**src/rtl/uart_pkg.sv**
```systemverilog
// Shared definitions for the oversampling UART receiver: FSM state encoding and
// the width helper for the in-cell cycle counter.
package uart_pkg;

    typedef enum logic [2:0] {
        IDLE,
        START,
        DATA,
        PARITY,
        STOP,
        ERROR
    } uart_state_t;

    function automatic int cnt_width(input int cpb);
        return (cpb > 1) ? $clog2(cpb) : 1;
    endfunction

endpackage

```
**src/rtl/uart_rx_sampler.sv**
```systemverilog
// Bit-cell timing and majority vote: 2-flop synchroniser, per-cell cycle counter and
// zero/one vote counters sampled over the middle half of each cell.
module uart_rx_sampler
    import uart_pkg::*;
#(
    parameter int CPB = 8
) (
    input  logic clk,
    input  logic reset,
    input  logic rx,
    input  logic run,
    output logic rx_s,
    output logic bit_done,
    output logic bit_val
);

    localparam int CW = cnt_width(CPB);
    localparam int VW = $clog2(CPB / 2 + 1);
    localparam logic [CW-1:0] CNT_LAST = CW'(CPB - 1);
    localparam logic [CW-1:0] VOTE_LO  = CW'(CPB / 4);
    localparam logic [CW-1:0] VOTE_HI  = CW'(3 * CPB / 4 - 1);

    logic [1:0]    sync_reg;
    logic [CW-1:0] cnt_reg;
    logic [VW-1:0] zeros_reg;
    logic [VW-1:0] ones_reg;
    logic          in_window;

    assign in_window = (cnt_reg >= VOTE_LO) && (cnt_reg <= VOTE_HI);

    always_ff @(posedge clk) begin
        if (reset) begin
            // Preset to idle-high so leaving reset never looks like a start bit
            sync_reg  <= 2'b11;
            cnt_reg   <= '0;
            zeros_reg <= '0;
            ones_reg  <= '0;
        end else begin
            sync_reg <= {sync_reg[0], rx};
            if (!run || cnt_reg == CNT_LAST) begin
                cnt_reg   <= '0;
                zeros_reg <= '0;
                ones_reg  <= '0;
            end else begin
                cnt_reg <= cnt_reg + CW'(1);
                if (in_window) begin
                    if (sync_reg[1]) ones_reg  <= ones_reg + VW'(1);
                    else             zeros_reg <= zeros_reg + VW'(1);
                end
            end
        end
    end

    assign rx_s     = sync_reg[1];
    assign bit_done = run && (cnt_reg == CNT_LAST);
    // A tie favours 1, the idle level of the line
    assign bit_val  = !(zeros_reg > ones_reg);

endmodule

```
**src/rtl/uart_rx_param.sv**
```systemverilog
// Parametrised UART receiver top: frame FSM, shift register and registered outputs.
// Optional parity cell enabled by defining UART_RX_PARITY_EN.
module uart_rx_param
    import uart_pkg::*;
#(
    parameter int DATA_W     = 8,
    parameter int CPB        = 8,
    parameter int STOP_BITS  = 1,
    parameter int PARITY_ODD = 0
) (
    input  logic              clk,
    input  logic              reset,
    input  logic              rx,
    output logic [DATA_W-1:0] data,
    output logic              data_valid,
    output logic              frame_err,
    output logic              parity_err,
    output logic              busy
);

    localparam int CW = cnt_width(CPB);

    if (DATA_W < 5 || DATA_W > 9) begin : g_bad_data_w
        $error("uart_rx_param: DATA_W must be 5..9");
    end
    if (CPB < 8 || (CPB % 4) != 0) begin : g_bad_cpb
        $error("uart_rx_param: CPB must be a multiple of 4 and >= 8");
    end
    if (STOP_BITS < 1 || STOP_BITS > 2) begin : g_bad_stop
        $error("uart_rx_param: STOP_BITS must be 1 or 2");
    end
    if (PARITY_ODD < 0 || PARITY_ODD > 1) begin : g_bad_par
        $error("uart_rx_param: PARITY_ODD must be 0 or 1");
    end

    uart_state_t       state_reg;
    logic [3:0]        bit_idx_reg;
    logic [CW-1:0]     brk_cnt_reg;
    logic [DATA_W-1:0] shadow_reg;
    logic [DATA_W-1:0] data_reg;
    logic              data_valid_reg;
    logic              frame_err_reg;
    logic              rx_s;
    logic              bit_done;
    logic              bit_val;
    logic              run;

    assign run = (state_reg == START) || (state_reg == DATA) ||
                 (state_reg == PARITY) || (state_reg == STOP);

    uart_rx_sampler #(
        .CPB(CPB)
    ) u_sampler (
        .clk     (clk),
        .reset   (reset),
        .rx      (rx),
        .run     (run),
        .rx_s    (rx_s),
        .bit_done(bit_done),
        .bit_val (bit_val)
    );

`ifdef UART_RX_PARITY_EN
    logic par_bad_reg;
    logic parity_err_reg;
    assign parity_err = parity_err_reg;
`else
    assign parity_err = 1'b0;
`endif

    always_ff @(posedge clk) begin
        if (reset) begin
            state_reg      <= IDLE;
            bit_idx_reg    <= '0;
            brk_cnt_reg    <= '0;
            shadow_reg     <= '0;
            data_reg       <= '0;
            data_valid_reg <= 1'b0;
            frame_err_reg  <= 1'b0;
`ifdef UART_RX_PARITY_EN
            par_bad_reg    <= 1'b0;
            parity_err_reg <= 1'b0;
`endif
        end else begin
            data_valid_reg <= 1'b0;
            frame_err_reg  <= 1'b0;
`ifdef UART_RX_PARITY_EN
            parity_err_reg <= 1'b0;
`endif
            case (state_reg)
                IDLE: begin
                    bit_idx_reg <= '0;
                    if (!rx_s) state_reg <= START;
                end
                START: begin
                    if (bit_done) begin
                        state_reg <= bit_val ? IDLE : DATA;
`ifdef UART_RX_PARITY_EN
                        par_bad_reg <= 1'b0;
`endif
                    end
                end
                DATA: begin
                    if (bit_done) begin
                        shadow_reg <= {bit_val, shadow_reg[DATA_W-1:1]};
                        if (bit_idx_reg == 4'(DATA_W - 1)) begin
                            bit_idx_reg <= '0;
`ifdef UART_RX_PARITY_EN
                            state_reg   <= PARITY;
`else
                            state_reg   <= STOP;
`endif
                        end else begin
                            bit_idx_reg <= bit_idx_reg + 4'd1;
                        end
                    end
                end
`ifdef UART_RX_PARITY_EN
                PARITY: begin
                    if (bit_done) begin
                        par_bad_reg <= bit_val != ((^shadow_reg) ^ 1'(PARITY_ODD));
                        state_reg   <= STOP;
                    end
                end
`endif
                STOP: begin
                    if (bit_done) begin
                        if (!bit_val) begin
                            frame_err_reg <= 1'b1;
`ifdef UART_RX_PARITY_EN
                            parity_err_reg <= par_bad_reg;
`endif
                            brk_cnt_reg   <= '0;
                            state_reg     <= ERROR;
                        end else if (bit_idx_reg == 4'(STOP_BITS - 1)) begin
                            state_reg <= IDLE;
`ifdef UART_RX_PARITY_EN
                            if (par_bad_reg) begin
                                parity_err_reg <= 1'b1;
                            end else begin
                                data_valid_reg <= 1'b1;
                                data_reg       <= shadow_reg;
                            end
`else
                            data_valid_reg <= 1'b1;
                            data_reg       <= shadow_reg;
`endif
                        end else begin
                            bit_idx_reg <= bit_idx_reg + 4'd1;
                        end
                    end
                end
                ERROR: begin
                    // Leave only after a full cell of continuous idle-high line
                    if (!rx_s) begin
                        brk_cnt_reg <= '0;
                    end else if (brk_cnt_reg == CW'(CPB - 1)) begin
                        state_reg <= IDLE;
                    end else begin
                        brk_cnt_reg <= brk_cnt_reg + CW'(1);
                    end
                end
                default: state_reg <= IDLE;
            endcase
        end
    end

    assign data       = data_reg;
    assign data_valid = data_valid_reg;
    assign frame_err  = frame_err_reg;
    assign busy       = (state_reg != IDLE);

endmodule
```
**config.mk**
```make
export PLATFORM = sky130hd
export DESIGN_NAME = uart_rx_param
export DESIGN_NICKNAME = d
export VERILOG_FILES = /design/src/rtl/uart_pkg.sv /design/src/rtl/uart_rx_sampler.sv /design/src/rtl/uart_rx_param.sv
export SDC_FILE = /design/constraint.sdc
export NUM_CORES = 1
export LEC_CHECK = 0
export CAP_MARGIN = 20
export CORE_ASPECT_RATIO = 0.7
export CORE_MARGIN = 1
export CORE_UTILIZATION = 55
export DETAILED_ROUTE_END_ITERATION = 7
export PLACE_DENSITY = 0.77
export SYNTH_ARGS = -nofsm -noshare
export SYNTH_HDL_FRONTEND = slang
export SYNTH_SLANG_ARGS = --single-unit
```
**constraint.sdc**
```tcl
create_clock -name clk -period 2.6 [get_ports clk]
set_clock_uncertainty 0.05 [all_clocks]
set_input_delay 0.52 -clock clk [delete_from_list [all_inputs] [get_ports clk]]
set_output_delay 0.52 -clock clk [all_outputs]
set_load 0.02 [all_outputs]
```
==> results.rst, run 1 <==
.. list-table::
   :header-rows: 1

   * - Metric
     - Value
   * - Clock-pin transition on the worst setup and hold timing paths
     - 80 ps
   * - Met3 track utilization from global routing
     - 0.0620
   * - Post-layout nets
     - 236
   * - Post-route worst setup slack
     - 349 ps
   * - Worst hold slack
     - about 360 ps
   * - Post-synth EDFFs
     - 0
   * - GR Overflow Total
     - 0
   * - Netlist cell types
     - 46
   * - Element type at the critical path end
     - primary output
   * - Number of hold-repair buffers added at the cts stage
     - 0
   * - Mapped Area
     - roughly 1900 um^2
   * - Layout cells sized above 1
     - 0.0995
   * - Fill cell instance count of the final layout
     - approximately 270
   * - Post-Layout Inst Area
     - 2190 um^2
   * - Gpl congestion
     - 0.893
   * - RSZ-0062 raised after global routing
     - no
   * - Initial standard-cell utilization of the core
     - 0.594
   * - Number of detailed-route iterations in the first pass
     - 4
   * - Post-Synthesis Net Count
     - ~230
   * - Ratio of routed vias to standard cells
     - 5.56
   * - Remaining number of nets flagged by the antenna check after routing
     - 0
   * - Pin count of the biggest net entering global routing
     - 23
   * - TNS Setup
     - 0 ps
   * - Area of the die
     - roughly 3800 um^2
   * - Root Buffer
     - clkbuf_8
   * - Site row count
     - 17
   * - Post-Synthesis Cells
     - 209
   * - Core area
     - 3250 um^2
   * - Number of global-route vias before repair
     - between 1k and 1.5k
   * - X dimension of the die
     - 72.8 um
   * - Max-slew violation count
     - 0
   * - Final setup viols
     - 0
   * - Share of synthesized registers carrying an async set or reset
     - 0
   * - MaxCap Viol Count
     - 0
   * - Slack of the worst reg-to-reg path
     - 420 ps
   * - Post-synthesis sequential element count
     - 39
   * - Ratio of final minimum period to clock period
     - 0.866
   * - Relative area change from synthesis to final layout
     - 13.2%
   * - Measured slew at the worst slew-check pin
     - just over 700 ps
   * - CTS tree
     - done
   * - Initial detailed-routing violation count
     - 125
   * - All-Layer GR Usage
     - 0.223
   * - Total clock sinks
     - 39
   * - Required time at the worst-slack endpoint
     - 2030 ps
   * - Final count of hold timing violations
     - 0
   * - Top FF cell, synth
     - dfxtp_1
   * - Top Usage Layer GRT
     - met2
   * - Run status
     - complete, no violations
   * - Routed len/inst
     - approximately 14 um
   * - Total number of vias
     - 1489
   * - # IOs
     - 15
   * - Element type at the critical path start
     - flop
   * - Setup bufs post-CTS
     - 0
   * - Insertion delay to the later sink of the worst-skew pair
     - around 290 ps
   * - Post-route DRC violation count
     - 0
   * - Count of non-filler cells in the finished layout
     - 268
   * - Antenna cell count
     - 0
   * - Util after Layout
     - 0.672
   * - Static power due to leakage
     - 0.865 nW
   * - H-Tree Depth
     - 2
   * - Die Y
     - 51.6 um
   * - Total length of routed wires
     - 3.76 mm
   * - CTS buffer count
     - 5
   * - Overall power of the completed layout
     - 1.23 mW
   * - Time the worst path needs with I/O delays and setup
     - 2250 ps
   * - Met1 Use GR
     - 0.297
   * - Arrival @ worst endpoint
     - around 1700 ps
   * - Highest attainable clock frequency
     - 444 MHz
   * - Synth warn
     - 0
   * - Worst IR Drop VDD
     - 386 uV
   * - Power Density
     - 562 nW/um^2
   * - Global-route wire length before repair
     - around 6.3 mm
   * - Maximum root-to-sink buffer count
     - 2
   * - IO buf count
     - 13
   * - Start-to-end type of the worst setup path
     - flop to primary output
   * - Register area share after synthesis
     - 0.404
   * - Placed cell area
     - 2070 um^2
   * - Met2 track demand over resource in global routing
     - 0.347
   * - Post-Place Cells
     - 260
   * - Hold crit path type
     - flop to flop
   * - Initial antenna violation count
     - 0
   * - Maximum fanout encountered on the critical timing path
     - 13
   * - Average size of a mapped cell
     - 9.24 um^2
   * - Slew margin rel.
     - 0.523
   * - DP Worst Slack
     - 512 ps
   * - Number of gates resized after CTS
     - 0
   * - Final HPWL DP
     - 2.68 mm
## metal layers
metal	wire [um]	up-vias
met5	0	-
met4	36	0
met3	160	6
met2	1710	39
met1	1850	701
li1	-	743
## power by group
group          switching, mW  leakage (nW)  internal, mW  total [mW]
clock                  0.212        0.0612         0.310       0.523
combinational         0.0543         0.489        0.0371      0.0914
sequential            0.0120         0.315         0.603       0.615
## synth_stat cells, drive strengths merged (2+ instances only)
master	n	share of area
a21oi	8	0.021
a211oi	3	0.018
ha	13	0.084
or2	3	0.0097
and2b	2	0.0091
a2111o	2	0.012
nand2b	10	0.032
xnor2	2	0.0091
nand3	7	0.018
nand2	9	0.017
mux2i	19	0.098
o2111ai	2	0.0091
inv	14	0.027
clkbuf	4	0.0078
buf	8	0.030
dfxtp	39	0.40
o211ai	4	0.016
nor3	5	0.013
nor2	31	0.060
o21ai	4	0.014
xor2	2	0.0091
## cell families (layout without fill, tap and decap cells)
family / count (synthesis) / count (layout) / synth area share
DFF: 39 / 39 / 0.404
AOI/OAI and AO/OA: 34 / 34 / 0.146
adders and majority gates: 13 / 13 / 0.0842
buffers and inverters: 26 / 38 / 0.0654
muxes: 19 / 19 / 0.0984
xor gates and xnor gates: 4 / 4 / 0.0181
and+or+nand+nor: 73 / 73 / 0.182
other: 1 / 1 / 0.00194
## worst max-delay path: stages, from the launching register on
cell             delay [ps]
dfxtp_1                 580
nor3_1                  130
inv_1                    80
clkdlybuf4s50_1         600
## worst paths after layout
check,cells after the start,end,from
setup / recovery,3,busy,state_reg[2]
hold / removal,1,u_sampler.sync_reg[1],u_sampler.sync_reg[0]
setup reg to reg,7,state_reg[1],u_sampler.cnt_reg[1]
hold reg to reg,1,u_sampler.sync_reg[1],u_sampler.sync_reg[0]
## layout make-up
| type | instances | area, um^2 | share of cell area |
|---|---|---|---|
| Timing Repair Buffer | 16 | 153 | 0.0698 |
| Sequential cell | 39 | 781 | 0.357 |
| Multi-Input combinational cell | 144 | 1020 | 0.469 |
| Tap cell | 47 | 58.8 | 0.0269 |
| Inverter | 14 | 52.6 | 0.0240 |
| Clock buffer | 6 | 82.6 | 0.0378 |
| Clock inverter | 2 | 35.0 | 0.0160 |
## layout by cell type, fill, tap and decap left out, types with 2 or more instances in the layout
cell	n
ha_1	13
nor3_1	5
inv_1	14
clkbuf_8	6
clkdlybuf4s50_1	13
nand3_1	7
mux2i_1	19
nor2_1	31
dfxtp_1	39
a2111o_1	2
nand2b_1	10
xor2_1	2
o21ai_2	2
o211ai_1	4
a21oi_1	8
or2_2	2
buf_4	3
nand2_1	9
xnor2_1	2
o2111ai_1	2
a211oi_1	2
Note: power is estimated with default switching activity, not from simulation.
==> run 2, diff against run 1 <==
Settings changed: PLACE_DENSITY 0.77 to unset, PLACE_DENSITY_LB_ADDON set to 0.1.
==> run 2 against run 1 <==
Register-to-register slack improved by 90 ps; via count decreased by 2.0%; count of clock-buffer cells in the layout decreased by 1; worst hold slack improved by 23 ps; design area decreased by 0.23%; setup slack improved by 24 ps; total power decreased by 1.9%; combinational power decreased by 1%; clock power decreased by 4.4%; critical path depth unchanged; die area unchanged; global-route usage increased by 0.86 points; highest routed layer unchanged.
==> results.rst, run 2 (synthesis gave the netlist of run 1 again) <==
.. list-table::
   :header-rows: 1

   * - Metric
     - Value
   * - Run status
     - complete, no violations
   * - Static power due to leakage
     - 0.861 nW (-0.36%)
   * - H-Tree Depth
     - 2 (unchanged)
   * - All-Layer GR Usage
     - 0.232 (+0.00865)
   * - Start-to-end type of the worst setup path
     - flop to primary output
   * - Routed len/inst
     - 14.1 um (+0.51%)
   * - Hold crit path type
     - flop to flop
   * - Initial standard-cell utilization of the core
     - 0.594 (unchanged)
   * - Setup bufs post-CTS
     - 0 (unchanged)
   * - Required time at the worst-slack endpoint
     - 2030 ps (about the same)
   * - Site row count
     - 17 (unchanged)
   * - IO buf count
     - 13 (unchanged)
   * - Min-Delay Path Depth
     - 1 (unchanged)
   * - Measured slew at the worst slew-check pin
     - 639 ps (-70.6 ps)
   * - Worst IR Drop VDD
     - 402 uV (+4.3%)
   * - Post-route DRC violation count
     - 0 (unchanged)
   * - RSZ-0062 raised after global routing
     - no
   * - Remaining number of nets flagged by the antenna check after routing
     - 0 (unchanged)
   * - Time the worst path needs with I/O delays and setup
     - 2230 ps (-24.2 ps)
   * - # IOs
     - 15 (unchanged)
   * - Slack of the worst reg-to-reg path
     - 510 ps (+90 ps)
   * - Die Y
     - 51.6 um (unchanged)
   * - Element type at the critical path start
     - flop
   * - Most common cell after layout, fill and taps aside
     - dfxtp_1
   * - Worst hold slack
     - 384 ps (+23.0 ps)
   * - Final count of hold timing violations
     - 0 (unchanged)
   * - Max-slew violation count
     - 0 (unchanged)
   * - Gpl congestion
     - 0.814 (-8.9%)
   * - Relative area change from synthesis to final layout
     - 13.0%
   * - Fill cell instance count of the final layout
     - 260 (-2.3%)
   * - Top library cells by usage in the layout, fill and taps aside
     - 39 x dfxtp_1, 31 x nor2_1, 19 x mux2i_1
   * - CTS tree
     - done
   * - Power Density
     - 553 nW/um^2 (-1.7%)
   * - X dimension of the die
     - 72.8 um (unchanged)
   * - GR Overflow Total
     - 0 (unchanged)
   * - CTS buffer count
     - 5 (unchanged)
   * - Root Buffer
     - clkbuf_8
   * - Worst Hold Path EP
     - u_sampler.sync_reg[1]
   * - MaxCap Viol Count
     - 0 (unchanged)
   * - Element type at the critical path end
     - primary output
   * - Ratio of routed vias to standard cells
     - 5.44 (-2.0%)
   * - TNS Setup
     - 0 ps (unchanged)
   * - Maximum root-to-sink buffer count
     - 2 (unchanged)
   * - Maximum fanout encountered on the critical timing path
     - 13 (unchanged)
   * - Pin count of the biggest net entering global routing
     - 22 (-4.3%)
   * - Total length of routed wires
     - 3.78 mm (+0.51%)
   * - Area of the die
     - 3760 um^2 (unchanged)
   * - Layout cells sized above 1
     - 0.0995 (unchanged)
   * - Number of gates resized after CTS
     - 0 (unchanged)
   * - Ratio of final minimum period to clock period
     - 0.856 (-0.00931)
   * - Worst Reg2Reg Path Length in Cells
     - 7 (unchanged)
   * - Global-route wire length before repair
     - 6.49 mm (+2.7%)
   * - Clock-pin transition on the worst setup and hold timing paths
     - 80 ps (about the same)
   * - Arrival @ worst endpoint
     - 1660 ps (-20 ps)
   * - Number of detailed-route iterations in the first pass
     - 4 (unchanged)
   * - Total clock sinks
     - 39 (unchanged)
   * - Startpoint of the worst register-to-register path
     - u_sampler.cnt_reg[0]
   * - RR Endpoint
     - state_reg[1]
   * - Number of global-route vias before repair
     - 1415 (+1.7%)
   * - Final HPWL DP
     - 2.78 mm (+3.8%)
   * - Initial antenna violation count
     - 0 (unchanged)
   * - Number of hold-repair buffers added at the cts stage
     - 0 (unchanged)
   * - Hold path start
     - u_sampler.sync_reg[0]
   * - Insertion delay to the later sink of the worst-skew pair
     - 290 ps (about the same)
   * - Initial detailed-routing violation count
     - 74 (-41%)
   * - Highest attainable clock frequency
     - 449 MHz (+1.1%)
   * - Antenna cell count
     - 0 (unchanged)
   * - Total number of vias
     - 1459 (-2.0%)
   * - Final setup viols
     - 0 (unchanged)
   * - Core area
     - 3250 um^2 (unchanged)
   * - Slew margin rel.
     - 0.571 (+0.0474)
   * - Post-layout nets
     - 236 (unchanged)
## run 2: changes by cell type in the layout (fill, tap and decap cells not counted)
cell      delta
clkbuf_8     -1
clkinv_4     +1
## run 2: routing by layer
metal / track usage / part of all wire / vias to the layer above
met4: 0.105 / 0.020 / 0
li1: - / - / 737
met2: 0.379 / 0.45 / 39
met1: 0.292 / 0.49 / 674
met5: 0 / 0 / -
met3: 0.0562 / 0.041 / 9
## run 2: worst max path at each step
stage                                     from            to  slack (ps)  cells after the start
after floorplan           u_sampler.cnt_reg[0]  state_reg[1]         740                      8
after global placement    u_sampler.cnt_reg[1]  state_reg[1]         600                      7
after detailed placement  u_sampler.cnt_reg[0]  state_reg[1]         540                      7
after CTS                         state_reg[2]          busy         380                      3
after global routing              state_reg[2]          busy         280                      3
final                             state_reg[2]          busy         370                      3
## run 2: critical path, cell delays in order (launching register included)
cell             delay, ps
dfxtp_1                580
nor3_1                 120
inv_1                   80
clkdlybuf4s50_1        590
## run 2: through the flow
stage | instance area, um^2 | power [mW] | cells | worst slack [ps] | utilization
finish | 2180 | 1.21 | 268 | 373 | 0.671
global route | 2180 | 1.25 | 268 | 277 | 0.671
CTS | 2180 | 1.21 | 268 | 382 | 0.671
detailed placement | 2070 | 0.718 | 260 | 536 | 0.636
global placement | 2070 | 0.712 | 260 | 598 | 0.636
floorplan | 1930 | 0.696 | 209 | 736 | -
## run 2: power breakdown
| group | internal [mW] | leakage, nW | switching [mW] |
|---|---|---|---|
| Sequential | 0.603 | 0.315 | 0.0127 |
| Clock | 0.286 | 0.0581 | 0.215 |
| Combinational | 0.0372 | 0.489 | 0.0530 |
| Total | 0.926 | 0.861 | 0.280 |
## run 2: area by class of cell
class / instances / area (um^2) / share of cell area
Multi-Input combinational cell: 144 / 1020 / 0.470
Sequential cell: 39 / 781 / 0.358
Timing Repair Buffer: 16 / 153 / 0.0700
Clock buffer: 5 / 68.8 / 0.0315
Tap cell: 47 / 58.8 / 0.0269
Inverter: 14 / 52.6 / 0.0241
Clock inverter: 3 / 43.8 / 0.0201
